--- src/rtl/dram_req_sched.sv ---
// DRAM request scheduler: buffers requests, decodes DDR4 address fields, tracks open rows per bank
// and issues one command at a time. Optional DRAM_REQ_SCHED_STATS_EN adds policy/drop counters.
module dram_req_sched #(
  parameter int DEPTH = 16,
  parameter int AW    = 33
) (
  input  logic          clk,
  input  logic          rst_n,
  input  logic          req_valid,
  output logic          req_ready,
  input  logic [1:0]    req_op,
  input  logic [AW-1:0] req_addr,
  output logic          issue_valid,
  input  logic          issue_ready,
  output logic [1:0]    issue_op,
  output logic          issue_rd_wr,
  output logic [1:0]    issue_policy,
  output logic [1:0]    issue_bank_group,
  output logic [1:0]    issue_bank,
  output logic [14:0]   issue_row,
  output logic [10:0]   issue_column,
  output logic          issue_diff_bg,
  output logic          issue_diff_b,
  input  logic          cmd_done,
`ifdef DRAM_REQ_SCHED_STATS_EN
  output logic [31:0]   stat_hit,
  output logic [31:0]   stat_miss,
  output logic [31:0]   stat_empty,
  output logic [15:0]   stat_drop,
`endif
  output logic          busy
);
  localparam int PW = $clog2(DEPTH);

  typedef enum logic [1:0] {IDLE, DECODE, ISSUE, WAIT_DONE} state_t;
  state_t state, state_nxt;

  // byte offset bits never reach the DRAM fields, so they are not stored
  logic [1:0]    fifo_op   [DEPTH];
  logic [AW-4:0] fifo_addr [DEPTH];
  logic [PW:0]   wp, rp;
  logic          empty, full, accept, push, drop, pop, hs;
  logic          unused_addr_bits;

  assign unused_addr_bits = ^req_addr[2:0];
  assign empty  = (wp == rp);
  assign full   = (wp[PW] != rp[PW]) && (wp[PW-1:0] == rp[PW-1:0]);
  assign accept = req_valid && !full;
  assign push   = accept && (req_op != 2'd3);
  assign drop   = accept && (req_op == 2'd3);
  assign pop    = (state == IDLE) && !empty;
  assign hs     = (state == ISSUE) && issue_ready;

  assign req_ready    = !full;
  assign busy         = !empty || (state != IDLE);
  assign issue_valid  = (state == ISSUE);

  always_ff @(posedge clk) begin
    if (push) begin
      fifo_op[wp[PW-1:0]]   <= req_op;
      fifo_addr[wp[PW-1:0]] <= req_addr[AW-1:3];
    end
  end

  always_ff @(posedge clk or negedge rst_n) begin
    if (!rst_n) begin
      wp <= '0;
      rp <= '0;
    end else begin
      if (push) wp <= wp + 1'b1;
      if (pop)  rp <= rp + 1'b1;
    end
  end

  always_ff @(posedge clk or negedge rst_n) begin
    if (!rst_n) state <= IDLE;
    else        state <= state_nxt;
  end

  always_comb begin
    state_nxt = state;
    case (state)
      IDLE:      if (!empty) state_nxt = DECODE;
      DECODE:    state_nxt = ISSUE;
      ISSUE:     if (issue_ready) state_nxt = WAIT_DONE;
      WAIT_DONE: if (cmd_done) state_nxt = IDLE;
      default:   state_nxt = IDLE;
    endcase
  end

  // holding register; addresses are stored from bit 3 up
  logic [1:0]    hold_op;
  logic [AW-4:0] hold_addr;
  logic [14:0]   d_row;
  logic [10:0]   d_col;
  logic [1:0]    d_bank, d_bg;
  logic [3:0]    bidx;
  logic [1:0]    d_pol;
  logic          d_diff_bg, d_diff_b;

  logic [14:0]   open_row [16];
  logic [15:0]   open_vld;
  logic [1:0]    last_bg, last_b;
  logic          last_vld;
  logic [1:0]    pol_q;

  assign d_row  = hold_addr[29:15];
  assign d_col  = {hold_addr[14:7], hold_addr[2:0]};
  assign d_bank = hold_addr[6:5];
  assign d_bg   = hold_addr[4:3];
  assign bidx   = {d_bg, d_bank};

  always_comb begin
    d_pol = 2'd3;
    if (open_vld[bidx]) d_pol = (open_row[bidx] == d_row) ? 2'd1 : 2'd2;
  end

  assign d_diff_bg = last_vld && (last_bg != d_bg);
  assign d_diff_b  = last_vld && (last_bg == d_bg) && (last_b != d_bank);

  // policy reads as 0 whenever no command is in flight
  assign issue_policy = (state == ISSUE || state == WAIT_DONE) ? pol_q : 2'd0;

  always_ff @(posedge clk) begin
    if (hs) open_row[{issue_bank_group, issue_bank}] <= issue_row;
  end

  always_ff @(posedge clk or negedge rst_n) begin
    if (!rst_n) begin
      hold_op          <= '0;
      hold_addr        <= '0;
      issue_op         <= '0;
      issue_rd_wr      <= 1'b0;
      pol_q            <= '0;
      issue_bank_group <= '0;
      issue_bank       <= '0;
      issue_row        <= '0;
      issue_column     <= '0;
      issue_diff_bg    <= 1'b0;
      issue_diff_b     <= 1'b0;
      open_vld         <= '0;
      last_bg          <= '0;
      last_b           <= '0;
      last_vld         <= 1'b0;
    end else begin
      if (pop) begin
        hold_op   <= fifo_op[rp[PW-1:0]];
        hold_addr <= fifo_addr[rp[PW-1:0]];
      end
      if (state == DECODE) begin
        issue_op         <= hold_op;
        issue_rd_wr      <= (hold_op == 2'd1);
        pol_q            <= d_pol;
        issue_bank_group <= d_bg;
        issue_bank       <= d_bank;
        issue_row        <= d_row;
        issue_column     <= d_col;
        issue_diff_bg    <= d_diff_bg;
        issue_diff_b     <= d_diff_b;
      end
      if (hs) begin
        open_vld[{issue_bank_group, issue_bank}] <= 1'b1;
        last_bg  <= issue_bank_group;
        last_b   <= issue_bank;
        last_vld <= 1'b1;
      end
    end
  end

`ifdef DRAM_REQ_SCHED_STATS_EN
  always_ff @(posedge clk or negedge rst_n) begin
    if (!rst_n) begin
      stat_hit   <= '0;
      stat_miss  <= '0;
      stat_empty <= '0;
      stat_drop  <= '0;
    end else begin
      if (hs && pol_q == 2'd1 && stat_hit   != '1) stat_hit   <= stat_hit + 1'b1;
      if (hs && pol_q == 2'd2 && stat_miss  != '1) stat_miss  <= stat_miss + 1'b1;
      if (hs && pol_q == 2'd3 && stat_empty != '1) stat_empty <= stat_empty + 1'b1;
      if (drop && stat_drop != '1)                 stat_drop  <= stat_drop + 1'b1;
    end
  end
`else
  logic unused_drop;
  assign unused_drop = drop;
`endif

endmodule
--- config.mk ---
export PLATFORM = sky130hd
export DESIGN_NAME = dram_req_sched
export DESIGN_NICKNAME = d
export VERILOG_FILES = /design/src/rtl/dram_req_sched.sv
export SDC_FILE = /design/constraint.sdc
export NUM_CORES = 1
export LEC_CHECK = 0
export ABC_AREA = 1
export CAP_MARGIN = 20
export CORE_MARGIN = 5
export CORE_UTILIZATION = 30
export DETAILED_ROUTE_END_ITERATION = 7
export HOLD_SLACK_MARGIN = 0.02
export PLACE_DENSITY_LB_ADDON = 0.1
export SLEW_MARGIN = 25
export SYNTH_ARGS = -nofsm -noshare
export SYNTH_HDL_FRONTEND = slang
export SYNTH_SLANG_ARGS = --single-unit
--- constraint.sdc ---
create_clock -name clk -period 4.15 [get_ports clk]
set_clock_uncertainty 0.15 [all_clocks]
set_input_delay 0.83 -clock clk [delete_from_list [all_inputs] [get_ports clk]]
set_output_delay 0.83 -clock clk [all_outputs]
set_load 0.005 [all_outputs]
# After elaboration in Yosys (flattened, before gate mapping)
# Memories as Yosys holds them, arrays and structs flattened. A register that Yosys moved wholly into a read port is not among the register bits.
# Cells that the tools add are included.
[classes]
add_sub_neg = 2
magnitude_cmp = 3
eq_ne = 15
mux = 15
bitwise = 1
n_reduce_logical = 18
[op_table]
columns = ["operator", "count"]
rows = [
  ["16-bit OR", 1],
  ["15-bit equality test", 1],
  ["2-bit 2-to-1 mux", 6],
  ["5-bit by 1-bit adder with 5-bit output, second input constant", 2],
  ["4-bit by 5-bit less-than comparator with 1-bit output, second input constant", 2],
  ["1-bit logical AND", 9],
  ["2-bit case mux with 4 select lines", 1],
  ["1-bit 2-to-1 mux", 6],
  ["2-bit != test, second input constant", 3],
  ["5-bit equality test", 1],
  ["1-bit binary-select mux with 4-bit select", 1],
  ["1-bit demux with 4-bit select", 1],
  ["2-bit by 1-bit equality test with 1-bit output, second input constant", 2],
  ["2-bit equality test, second input constant", 2],
  ["4-bit equality test", 1],
  ["4-bit by 1-bit greater-or-equal comparator with 1-bit output, second input constant", 1],
  ["1-bit zero test", 4],
  ["2-bit != test", 2],
  ["3-bit AND reduction", 1],
  ["2-bit equality test", 1],
  ["2-bit zero test", 1],
  ["1-bit logical OR", 2],
  ["2-bit by 1-bit != test with 1-bit output, second input constant", 1],
  ["2-bit nonzero test", 1],
  ["1-bit != test", 1],
]
[word_totals]
ff_bits = 70
ram_bits = 752
in_bits = 40
output_inout_bits = 40
elab_cells = 73
mem_count = 3
[mem_list]
columns = ["name", "words", "word_bits", "rd", "rd_clocked_by_memory_dff", "wr", "line", "text"]
rows = [
  ["fifo_addr", 16, 30, 1, 1, 1, "40", "logic [AW-4:0] fifo_addr [DEPTH];"],
  ["open_row", 16, 15, 1, 0, 1, "101", "logic [14:0] open_row [16];"],
  ["fifo_op", 16, 2, 1, 1, 1, "39", "logic [1:0] fifo_op [DEPTH];"],
]

# Longest topological paths before layout
# Gate-level depths: netlist of run 1.
[depth]
ltp_word = 7
mapped_depth = 18
ltp_nobuf = 15

# Worst setup path before layout of run 1
# Ideal clock, no wire load.
[synth_path]
kind = "in2reg"
start = "input port req_valid"
end = "memory fifo_addr[15][0] (netlist name) (enable)"
setup_time_ns = 0.424
t_arrival_ns = 2.772
required_ns = 3.576
slack_ns = 0.804
stages = 5
n_path_buf = 0
cell_sequence = "a21boi_0 nand2_1 inv_1 nand2_1 nor2_1"
[synth_via]
elab_chain_len = 4
[synth_lines]
columns = ["item", "line", "text"]
rows = [
  ["start: declaration", "9", "input logic req_valid,"],
  ["1-bit logical AND", "48", "assign accept = req_valid && !full;"],
  ["1-bit logical AND", "49", "assign push = accept && (req_op != 2'd3);"],
  ["1-bit 2-to-1 mux", "59", "if (push) begin"],
  ["1-bit 2-to-1 mux (not written as such)", "61", "fifo_addr[wp[PW-1:0]] <= req_addr[AW-1:3];"],
  ["end: declaration", "40", ""],
]
# No other way between the ends.

# Worst setup path after layout of run 1
[layout_path]
start = "register rp[0]"
end = "output port busy"
[layout_via]
elab_chain_len = 3
[layout_lines]
columns = ["item", "line", "text"]
rows = [
  ["start: declaration", "41", "logic [PW:0] wp, rp;"],
  ["start signal: assignment", "71", "if (pop) rp <= rp + 1'b1;"],
  ["5-bit equality test", "46", "assign empty = (wp == rp);"],
  ["1-bit zero test", "--", ""],
  ["1-bit logical OR", "55", "assign busy = !empty || (state != IDLE);"],
  ["end: declaration", "31", "output logic busy"],
]
# No other way between the ends.

==> results of run 1 <==
cell usage in the layout (no fill, tap or decap), drive strengths merged:
cell           count
diode              5
a21boi             1
o21ai            323
clkbuf           132
nand3            170
nor3               2
nor2             365
bufinv             3
a221oi            28
xor2              13
o31ai              2
nand4              3
clkinvlp           2
or2                9
a21oi             26
o221ai            54
clkdlybuf4s50     75
ha                10
o22ai             76
inv              138
edfxtp           752
a22oi             17
clkinv            39
dfrtp            102
nand2            428
a41oi              4
nand3b             1
buf              104
xnor2              1
o211ai            24
flip-flops by register name, indices dropped and copies added, names as in the netlist, 5 cells and up:
name,count
fifo_addr,480
open_row,240
fifo_op,32
hold_addr,30
open_vld,16
issue_row,15
issue_column,11
rp,5
wp,5
layout make-up:
type	instances	area, um2	share of cell area, %
multi-input cells	1557	7650	19.2
well taps	1500	1880	4.72
flip-flops and latches	854	25100	63.2
clock inverters	44	289	0.727
inverters	138	526	1.32
repair buffers	179	1610	4.05
diodes	5	12.5	0.0315
clock buffers	132	2670	6.71
where the power goes:
group / internal, mW / total (mW) / switching, mW
sequential: 10.7 / 11.3 / 0.668
combinational: 2.74 / 9.17 / 6.43
clock: 4.66 / 8.04 / 3.38
total: 18.1 / 28.5 / 10.5
worst max-delay path, stage by stage, from the launching register on:
cell,delay (ns)
sky130_fd_sc_hd__dfrtp_4,0.67
sky130_fd_sc_hd__inv_6,0.11
sky130_fd_sc_hd__nand2_1,0.07
sky130_fd_sc_hd__a21oi_1,0.36
sky130_fd_sc_hd__nand4_1,0.38
sky130_fd_sc_hd__clkdlybuf4s50_1,0.57
kinds of logic after synthesis:
kind of cell | Yosys count | synth area share [%]
fa+ha+maj | 10 | 0.369
simple gates | 978 | 11.6
xor+xnor | 14 | 0.361
buf+inv | 305 | 3.94
flops | 854 | 74.0
compound gates | 555 | 9.75
worst paths after layout:
kind                       slack (ns)            to        start
min in group clk                 0.30   open_vld[0]  open_vld[0]
hold reg to reg                  0.30   open_vld[0]  open_vld[0]
setup / recovery                 0.34          busy        rp[0]
max in group asynchronous        2.98   issue_op[1]        rst_n
setup reg to reg                 0.75  hold_addr[5]        rp[0]
hold / removal                   0.07   open_vld[7]        rst_n
layer usage:
metal	GRT usage (%)	part of all wire [%]	vias to the layer above
met1	22.8	47	10679
met5	0	0	-
li1	-	-	9985
met4	4.09	2.5	0
met2	25.6	46	434
met3	2.79	4.4	139
==> impl_metrics.json, run 1 <==
{
  "status": "completed",
  "cts_tree": "done",
  "grt_start_max_net_pins": 150,
  "finalSetupViolations": 0,
  "netlist_area_mm2": 0.0340,
  "detail_route.drc_violations": 0,
  "totalNegativeSetupSlack_ns": 0,
  "top_area_cell_type_share_of_the_netlist_area_pct": 66.5,
  "post-route-cell-area_mm2": 0.0398,
  "report.power.total_mw": 28.5,
  "rr_worst_depth": 7,
  "worstSetupPathType": "flip-flop to output port",
  "post-dp-hpwl_mm": 56.8,
  "crit_path_max_fanout": 38,
  "timing.critical_path.required_ns": 3.17,
  "timing.final.hold_violations": 0,
  "place_ws_ns": 0.685,
  "synth_enable_flop_cells": 752,
  "routed-via-count": 21237,
  "sum_of_routed_wire_length_over_all_layers_mm": 98.1,
  "yosysWarningCount": 0,
  "fin_ws_ns": 0.336,
  "timing.hold.ws_ns": 0.0701,
  "insertion_delay_ns": 0.66,
  "ys_seq_area_share_pct": 74.0,
  "average_cell_area_after_synthesis_um2": 12.5,
  "design.core.area_mm2": 0.112,
  "n_fill_cell": 10915,
  "post-route-util_pct": 35.4,
  "nNetsFinal": 2876,
  "timing.hold.worst.class": "input pin to asynchronous set/reset pin",
  "max_freq_ghz": 0.262,
  "synth_largest_area_cell": "sky130_fd_sc_hd__edfxtp_1",
  "worst-endpoint-arrival_ns": 2.83,
  "synth_nets": 2766,
  "layoutNonFillerInstCount": 4409,
  "detail_route.wl_per_cell_um": 22.3,
  "total_leakage_power_nw": 14.0,
  "grt_antenna_before_repair": 6,
  "yosys-top-cells-count": "sky130_fd_sc_hd__edfxtp_1, sky130_fd_sc_hd__nand2_1, sky130_fd_sc_hd__nor2_1, sky130_fd_sc_hd__o21ai_0, sky130_fd_sc_hd__nand3_1",
  "globalRoute.totalOverflow": 0,
  "worstMarginPinSlew_ns": 0.998,
  "drv_cap": 0,
  "post-route-min-period_ns": 3.81,
  "flow.area_growth_from_synthesis_pct": 17.2,
  "post_cts_resize_count": 0,
  "clock_sinks": 854,
  "vias_per_cell": 4.82,
  "port_buffers": 76,
  "grt_first_pass_wirelength_mm": 144,
  "postRouteAntennaNets": 0,
  "first_iter_violations": 1588,
  "clock_path_buffers": 3,
  "firstDrtPassIters": 5,
  "crit_path_end_kind": "output port",
  "timing.slew.headroom_pct": 33.5,
  "floorplan.initialDensity_pct": 30.2,
  "htree_levels": 3,
  "ys.flop_type": "sky130_fd_sc_hd__edfxtp_1",
  "power_per_cell_area_mw_per_mm2": 717,
  "postSynthRegisterBits": 854,
  "placed_area_mm2": 0.0368,
  "final.period_utilization_pct": 91.9,
  "critical_path.startpoint_type": "flip-flop",
  "rsz0062_at_grt": "false",
  "die-width_um": 346,
  "number_of_global_route_vias_before_repair": 21072,
  "post_cts_setup_buffers": 0,
  "design.portCount": 80,
  "maxSlewViolCount": 0,
  "die-height_um": 346,
  "post-synth-top-count-cell": "sky130_fd_sc_hd__edfxtp_1",
  "placedCellCount": 4228,
  "syn-instance-count": 2716,
  "synth_top_cells_by_area": "sky130_fd_sc_hd__edfxtp_1, sky130_fd_sc_hd__dfrtp_1, sky130_fd_sc_hd__nand2_1",
  "placer_s_final_routability_congestion_estimate": 0.739,
  "worst_supply_voltage_drop_on_vdd_v": 0.000460,
  "clk_pin_slew_ns": 0.06,
  "asyncSetResetFlopFracSynth_pct": 11.9,
  "fp.dieArea_mm2": 0.120,
  "cts_inserted_buffers": 96,
  "rows": 123,
  "post_synth_num_cell_types": 33,
  "cts.hold.buffers_added": 0,
  "post_route_cells_drive_above_1_share_pct": 9.95,
  "clk_root_buffer_cell": "sky130_fd_sc_hd__clkbuf_16",
  "grtUsageTotal_pct": 16.0
}
(Power assumes the default switching activity.)
==> run 2, diff against run 1 <==
Settings changed: CTS_CLUSTER_SIZE from default to 10, GPL_TIMING_DRIVEN from default to 0, SLEW_MARGIN 25 to default.
==> impl_metrics.json, run 2 (synthesized netlist as in run 1, its figures left out) <==
{
  "grtUsageTotal_pct": 18.8,
  "cts_inserted_buffers": 101,
  "cp_cell_sequence": "clkdlybuf4s50_1 > a21boi_0 > nand2_1 > inv_1 > nand2_1 > nor2_4 > buf_16",
  "vias_per_cell": 4.95,
  "routed-via-count": 22277,
  "min-delay-start": "open_vld[10]",
  "critical-path-top-delay-family": "simple AND/OR/NAND/NOR gates",
  "grt_antenna_before_repair": 6,
  "insertedDiodeCount": 0,
  "cts_tree": "done",
  "design.portCount": 80,
  "critPathBufInv": 3,
  "nNetsFinal": 2978,
  "clk_root_buffer_cell": "sky130_fd_sc_hd__clkbuf_16",
  "status": "completed",
  "die-width_um": 346,
  "total_leakage_power_nw": 14.2,
  "largest_register_ff_count": 480,
  "p_int_mw": 18.1,
  "insertion_delay_ns": 0.69,
  "maxSlewViolCount": 0,
  "worstSetupPathType": "input pin to flip-flop",
  "layout.cells.most_common_list": "sky130_fd_sc_hd__edfxtp_1, sky130_fd_sc_hd__nand2_1, sky130_fd_sc_hd__nor2_1",
  "timing.final.hold_violations": 0,
  "globalRoute.totalOverflow": 0,
  "worstMarginPinSlew_ns": 1.12,
  "port_buffers": 76,
  "postRouteAntennaNets": 0,
  "rsz0062_at_grt": "false",
  "timing.slew.headroom_pct": 25.3,
  "flow.area_growth_from_synthesis_pct": 18.9,
  "first_iter_violations": 2126,
  "clk_pwr_share_pct": 26.9,
  "die-height_um": 346,
  "rows": 123,
  "detail_route.wl_per_cell_um": 25.6,
  "post-dp-hpwl_mm": 77.6,
  "pwr-share-seq_pct": 38.6,
  "clock_path_buffers": 3,
  "grt_start_max_net_pins": 60,
  "timing.critical_path.slowest_stage_cell": "sky130_fd_sc_hd__nor2_4",
  "drv_cap": 0,
  "post-route-cell-area_mm2": 0.0404,
  "number_of_global_route_vias_before_repair": 22401,
  "detail_route.drc_violations": 0,
  "post_cts_resize_count": 0,
  "sum_of_routed_wire_length_over_all_layers_mm": 115,
  "finalSetupViolations": 0,
  "critical_path.startpoint_type": "input pin",
  "firstDrtPassIters": 8,
  "layout.cells.most_common": "sky130_fd_sc_hd__edfxtp_1",
  "timing.critical_path.required_ns": 4.37,
  "placed_area_mm2": 0.0374,
  "crit_path_max_fanout": 18,
  "post-route-min-period_ns": 3.95,
  "crit_path_end_kind": "flip-flop",
  "net-switching-power_mw": 11.7,
  "report.power.total_mw": 29.9,
  "max_stage_delay_ns": 0.83,
  "power_switching_share_pct": 39.2,
  "htree_levels": 3,
  "critPathMostFrequentCell": "sky130_fd_sc_hd__nand2_1",
  "rr_startpoint": "rp[0]",
  "clock_sinks": 854,
  "design.core.area_mm2": 0.112,
  "max_freq_ghz": 0.253,
  "timing.hold.worst.class": "flip-flop to flip-flop",
  "grt_first_pass_wirelength_mm": 165,
  "floorplan.initialDensity_pct": 30.2,
  "worst-endpoint-arrival_ns": 4.17,
  "power_per_cell_area_mw_per_mm2": 739,
  "timing.hold.ws_ns": 0.303,
  "placer_s_final_routability_congestion_estimate": 0.786,
  "post_route_cells_drive_above_1_share_pct": 8.83,
  "share_comb_of_total_power_pct": 34.4,
  "final.period_utilization_pct": 95.2,
  "clk_pin_slew_ns": 0.05,
  "timing.critical_path.from": "req_op[0]",
  "fp.dieArea_mm2": 0.120,
  "worst_supply_voltage_drop_on_vdd_v": 0.000315
}
==> run 2: final timing paths <==
kind | end | slack [ns] | depth (start not counted)
worst max-delay path | fifo_addr[15][26] | 0.20 | 7
worst min-delay path | open_vld[10] | 0.30 | 2
worst max register to register | fifo_addr[15][26] | 0.76 | 9
worst min register to register | open_vld[10] | 0.30 | 2
max in group asynchronous | hold_addr[27] | 2.60 | 3
min in group asynchronous | last_bg[0] | 0.51 | 2
==> run 2: final cells by class <==
type	count	area, um2
Fill cell	10890	72100
Sequential cell	854	25100
Multi-Input combinational cell	1557	7650
Clock buffer	155	2780
Tap cell	1500	1880
Timing Repair Buffer	109	1450
Buffer	167	818
Inverter	138	518
Clock inverter	20	158
==> run 2: what timing repair did <==
action                                  in CTS  in global routing
buffers inserted                             0                  0
endpoints found under the setup margin       0                  0
hold buffers                                 1                  0
endpoints found under the hold margin       43                  0
==> run 2: tightest hold or removal path, delay by kind of cell, from the launching register on <==
kind,cells,cell delay (ns)
compound gates,1,0.06
buf+inv,1,0.04
flops,1,0.32
==> run 2: per-stage QoR <==
step,worst slack (ns),cells,utilization (%),TNS [ns]
3_3_place_gp,-2.55,4292,32.5,-1480.06
5_1_grt,0.103,4500,35.9,0
4_1_cts,0.238,4500,35.9,0
2_1_floorplan,0.804,2716,-,0
3_5_place_dp,-0.478,4324,33.3,-99.55
6_report,0.201,4500,35.9,0
==> run 2: power groups by stage <==
stage                     logic (mW)  registers (mW)  clock network [mW]
after floorplan                 5.53            11.3                   0
after global placement          10.1            11.7                   0
after detailed placement        10.4            11.7                   0
after CTS                       10.4            11.6                8.24
after global routing            11.1            11.7                8.59
final                           10.3            11.5                8.04
==> run 2: routing by layer <==
metal  wire length, um  global-route usage (%)  vias up
met3              5570                    2.95      148
met5                 0                       0        -
met2             57000                    32.3      627
met1             50100                    25.0    11296
met4              2560                    4.35        0
li1                  -                       -    10206
==> run 3, diff against run 2 <==
Settings changed: CTS_CLUSTER_DIAMETER from default to 100, REMOVE_ABC_BUFFERS from default to 1, SKIP_LAST_GASP from default to 1.
==> impl_metrics.json, run 3 (synthesized netlist as in run 1, its figures left out) <==
{
  "status": "completed",
  "clk_root_buffer_cell": "sky130_fd_sc_hd__clkbuf_16",
  "cts_tree": "done",
  "top_usage_layer": "met2",
  "port_buffers": 76,
  "critical_path.startpoint_type": "flip-flop",
  "floorplan.initialDensity_pct": 30.2,
  "global_route_met2_utilization_pct": 29.9,
  "timing.hold.worst.class": "flip-flop to flip-flop",
  "max_freq_ghz": 0.257,
  "htree_levels": 3,
  "insertion_delay_ns": 0.66,
  "first_iter_violations": 1536,
  "design.core.area_mm2": 0.112,
  "routed-via-count": 21484,
  "die-height_um": 346,
  "flow.area_growth_from_synthesis_pct": 18.9,
  "timing.hold.ws_ns": 0.303,
  "crit_path_max_fanout": 76,
  "rows": 123,
  "grt_first_pass_wirelength_mm": 149,
  "globalRoute.totalOverflow": 0,
  "sum_of_routed_wire_length_over_all_layers_mm": 102,
  "postRouteAntennaNets": 0,
  "timing.final.hold_violations": 0,
  "die-width_um": 346,
  "totalNegativeSetupSlack_ns": 0,
  "timing.critical_path.required_ns": 3.17,
  "nNetsFinal": 2846,
  "design.portCount": 80,
  "worst-endpoint-arrival_ns": 2.91,
  "placer_s_final_routability_congestion_estimate": 0.712,
  "worstSetupPathType": "flip-flop to output port",
  "use_met3_pct": 2.76,
  "post-route-cell-area_mm2": 0.0404,
  "number_of_global_route_vias_before_repair": 21734,
  "final.period_utilization_pct": 93.8,
  "firstDrtPassIters": 5,
  "rsz0062_at_grt": "false",
  "crit_path_end_kind": "output port",
  "reg2reg_setup_slack_ns": 0.56,
  "hold_path_depth": 2,
  "cts_inserted_buffers": 95,
  "rr_worst_depth": 12,
  "clock_path_buffers": 3,
  "drv_cap": 0,
  "post_route_cells_drive_above_1_share_pct": 8.28,
  "layout.cells.most_common": "sky130_fd_sc_hd__edfxtp_1",
  "detail_route.drc_violations": 0,
  "total_leakage_power_nw": 14.1,
  "globalRouteMet1Util_pct": 20.5,
  "placed_area_mm2": 0.0374,
  "power_per_cell_area_mw_per_mm2": 707,
  "grtUsageTotal_pct": 16.5,
  "worstMarginPinSlew_ns": 1.13,
  "layout.cells.most_common_list": "sky130_fd_sc_hd__edfxtp_1, sky130_fd_sc_hd__nand2_1, sky130_fd_sc_hd__nor2_1",
  "detail_route.wl_per_cell_um": 23.2,
  "worst_supply_voltage_drop_on_vdd_v": 0.000394,
  "post-dp-hpwl_mm": 58.2,
  "post-route-min-period_ns": 3.89,
  "clk_pin_slew_ns": 0.06,
  "grt_antenna_before_repair": 8,
  "timing.slew.headroom_pct": 24.8,
  "grt_start_max_net_pins": 88,
  "largest_register_ff_count": 480,
  "vias_per_cell": 4.90,
  "fp.dieArea_mm2": 0.120,
  "clock_sinks": 854,
  "finalSetupViolations": 0,
  "maxSlewViolCount": 0
}
-- run 3: changes by cell type in the layout (fill, tap and decap cells not counted), moves of 5 or more --
cell,previous run,this run
sky130_fd_sc_hd__clkinv_1,8,0
sky130_fd_sc_hd__clkbuf_8,5,0
sky130_fd_sc_hd__buf_6,15,2
sky130_fd_sc_hd__inv_1,134,128
sky130_fd_sc_hd__buf_12,9,20
sky130_fd_sc_hd__clkbuf_1,144,74
sky130_fd_sc_hd__dfrtp_1,102,96
sky130_fd_sc_hd__buf_2,45,0
sky130_fd_sc_hd__buf_16,12,28
sky130_fd_sc_hd__buf_1,5,0
sky130_fd_sc_hd__diode_2,0,7
-- run 3: path summary, 6_finish.rpt --
path,endpoint,startpoint
worst max-delay path,busy,rp[0]
max in group asynchronous,hold_addr[5],rst_n
worst max register to register,rp[4],rp[0]
min in group asynchronous,issue_op[1],rst_n
worst min register to register,open_vld[6],open_vld[6]
worst min-delay path,open_vld[6],open_vld[6]
-- run 3: through the flow --
stage	util, %	power [mW]	instances	setup WS [ns]
2_1_floorplan	-	16.4	2549	-5.52
3_5_place_dp	33.2	20.9	4188	-0.988
4_1_cts	35.9	29.0	4373	0.0634
5_1_grt	35.9	30.3	4378	0.0994
3_3_place_gp	31.8	19.7	4125	-17.37
6_report	35.9	28.5	4383	0.256
-- run 3: per-layer routing --
layer	part of all wire, %	vias up	wire length, um
li1	-	9962	-
met1	42	10901	42700
met2	52	472	52400
met3	4.1	147	4160
met4	2.2	2	2270
met5	0.013	-	13
-- run 3: timing repair --
item | 4_1_cts | 5_1_grt
pin swaps | 1 | 0
gates cloned | 6 | 0
hold buffers | 1 | 0
endpoints found under the hold margin | 25 | 0
setup buffers | 2 | 3
resized for setup | 4 | 0
endpoints found under the setup margin | 547 | 2
-- run 3: final cells by class --
| cell class | instances | area (um2) |
|---|---|---|
| Timing Repair Buffer | 147 | 2290 |
| Clock inverter | 6 | 93.8 |
| Multi-Input combinational cell | 1557 | 7660 |
| Sequential cell | 854 | 25200 |
| Tap cell | 1500 | 1880 |
| Timing Repair inverter | 3 | 26.3 |
| Antenna cell | 7 | 17.5 |
| Inverter | 138 | 546 |
| Clock buffer | 171 | 2710 |
| Fill cell | 10792 | 72100 |
-- run 3: power breakdown --
group	internal [mW]	total, mW	leakage (nW)	switching, mW
sequential	10.7	11.7	7.96	1.04
combinational	3.05	9.09	4.79	6.04
clock	4.39	7.75	1.32	3.36
total	18.1	28.5	14.1	10.4
-- run 3: critical path: stages, from the launching register on --
cell and delay [ns]:
sky130_fd_sc_hd__dfrtp_4 0.51, sky130_fd_sc_hd__buf_16 0.21, sky130_fd_sc_hd__inv_16 0.20, sky130_fd_sc_hd__buf_16 0.25, sky130_fd_sc_hd__nand2_1 0.08, sky130_fd_sc_hd__a21oi_1 0.25, sky130_fd_sc_hd__nand4_1 0.15, sky130_fd_sc_hd__clkdlybuf4s50_1 0.49
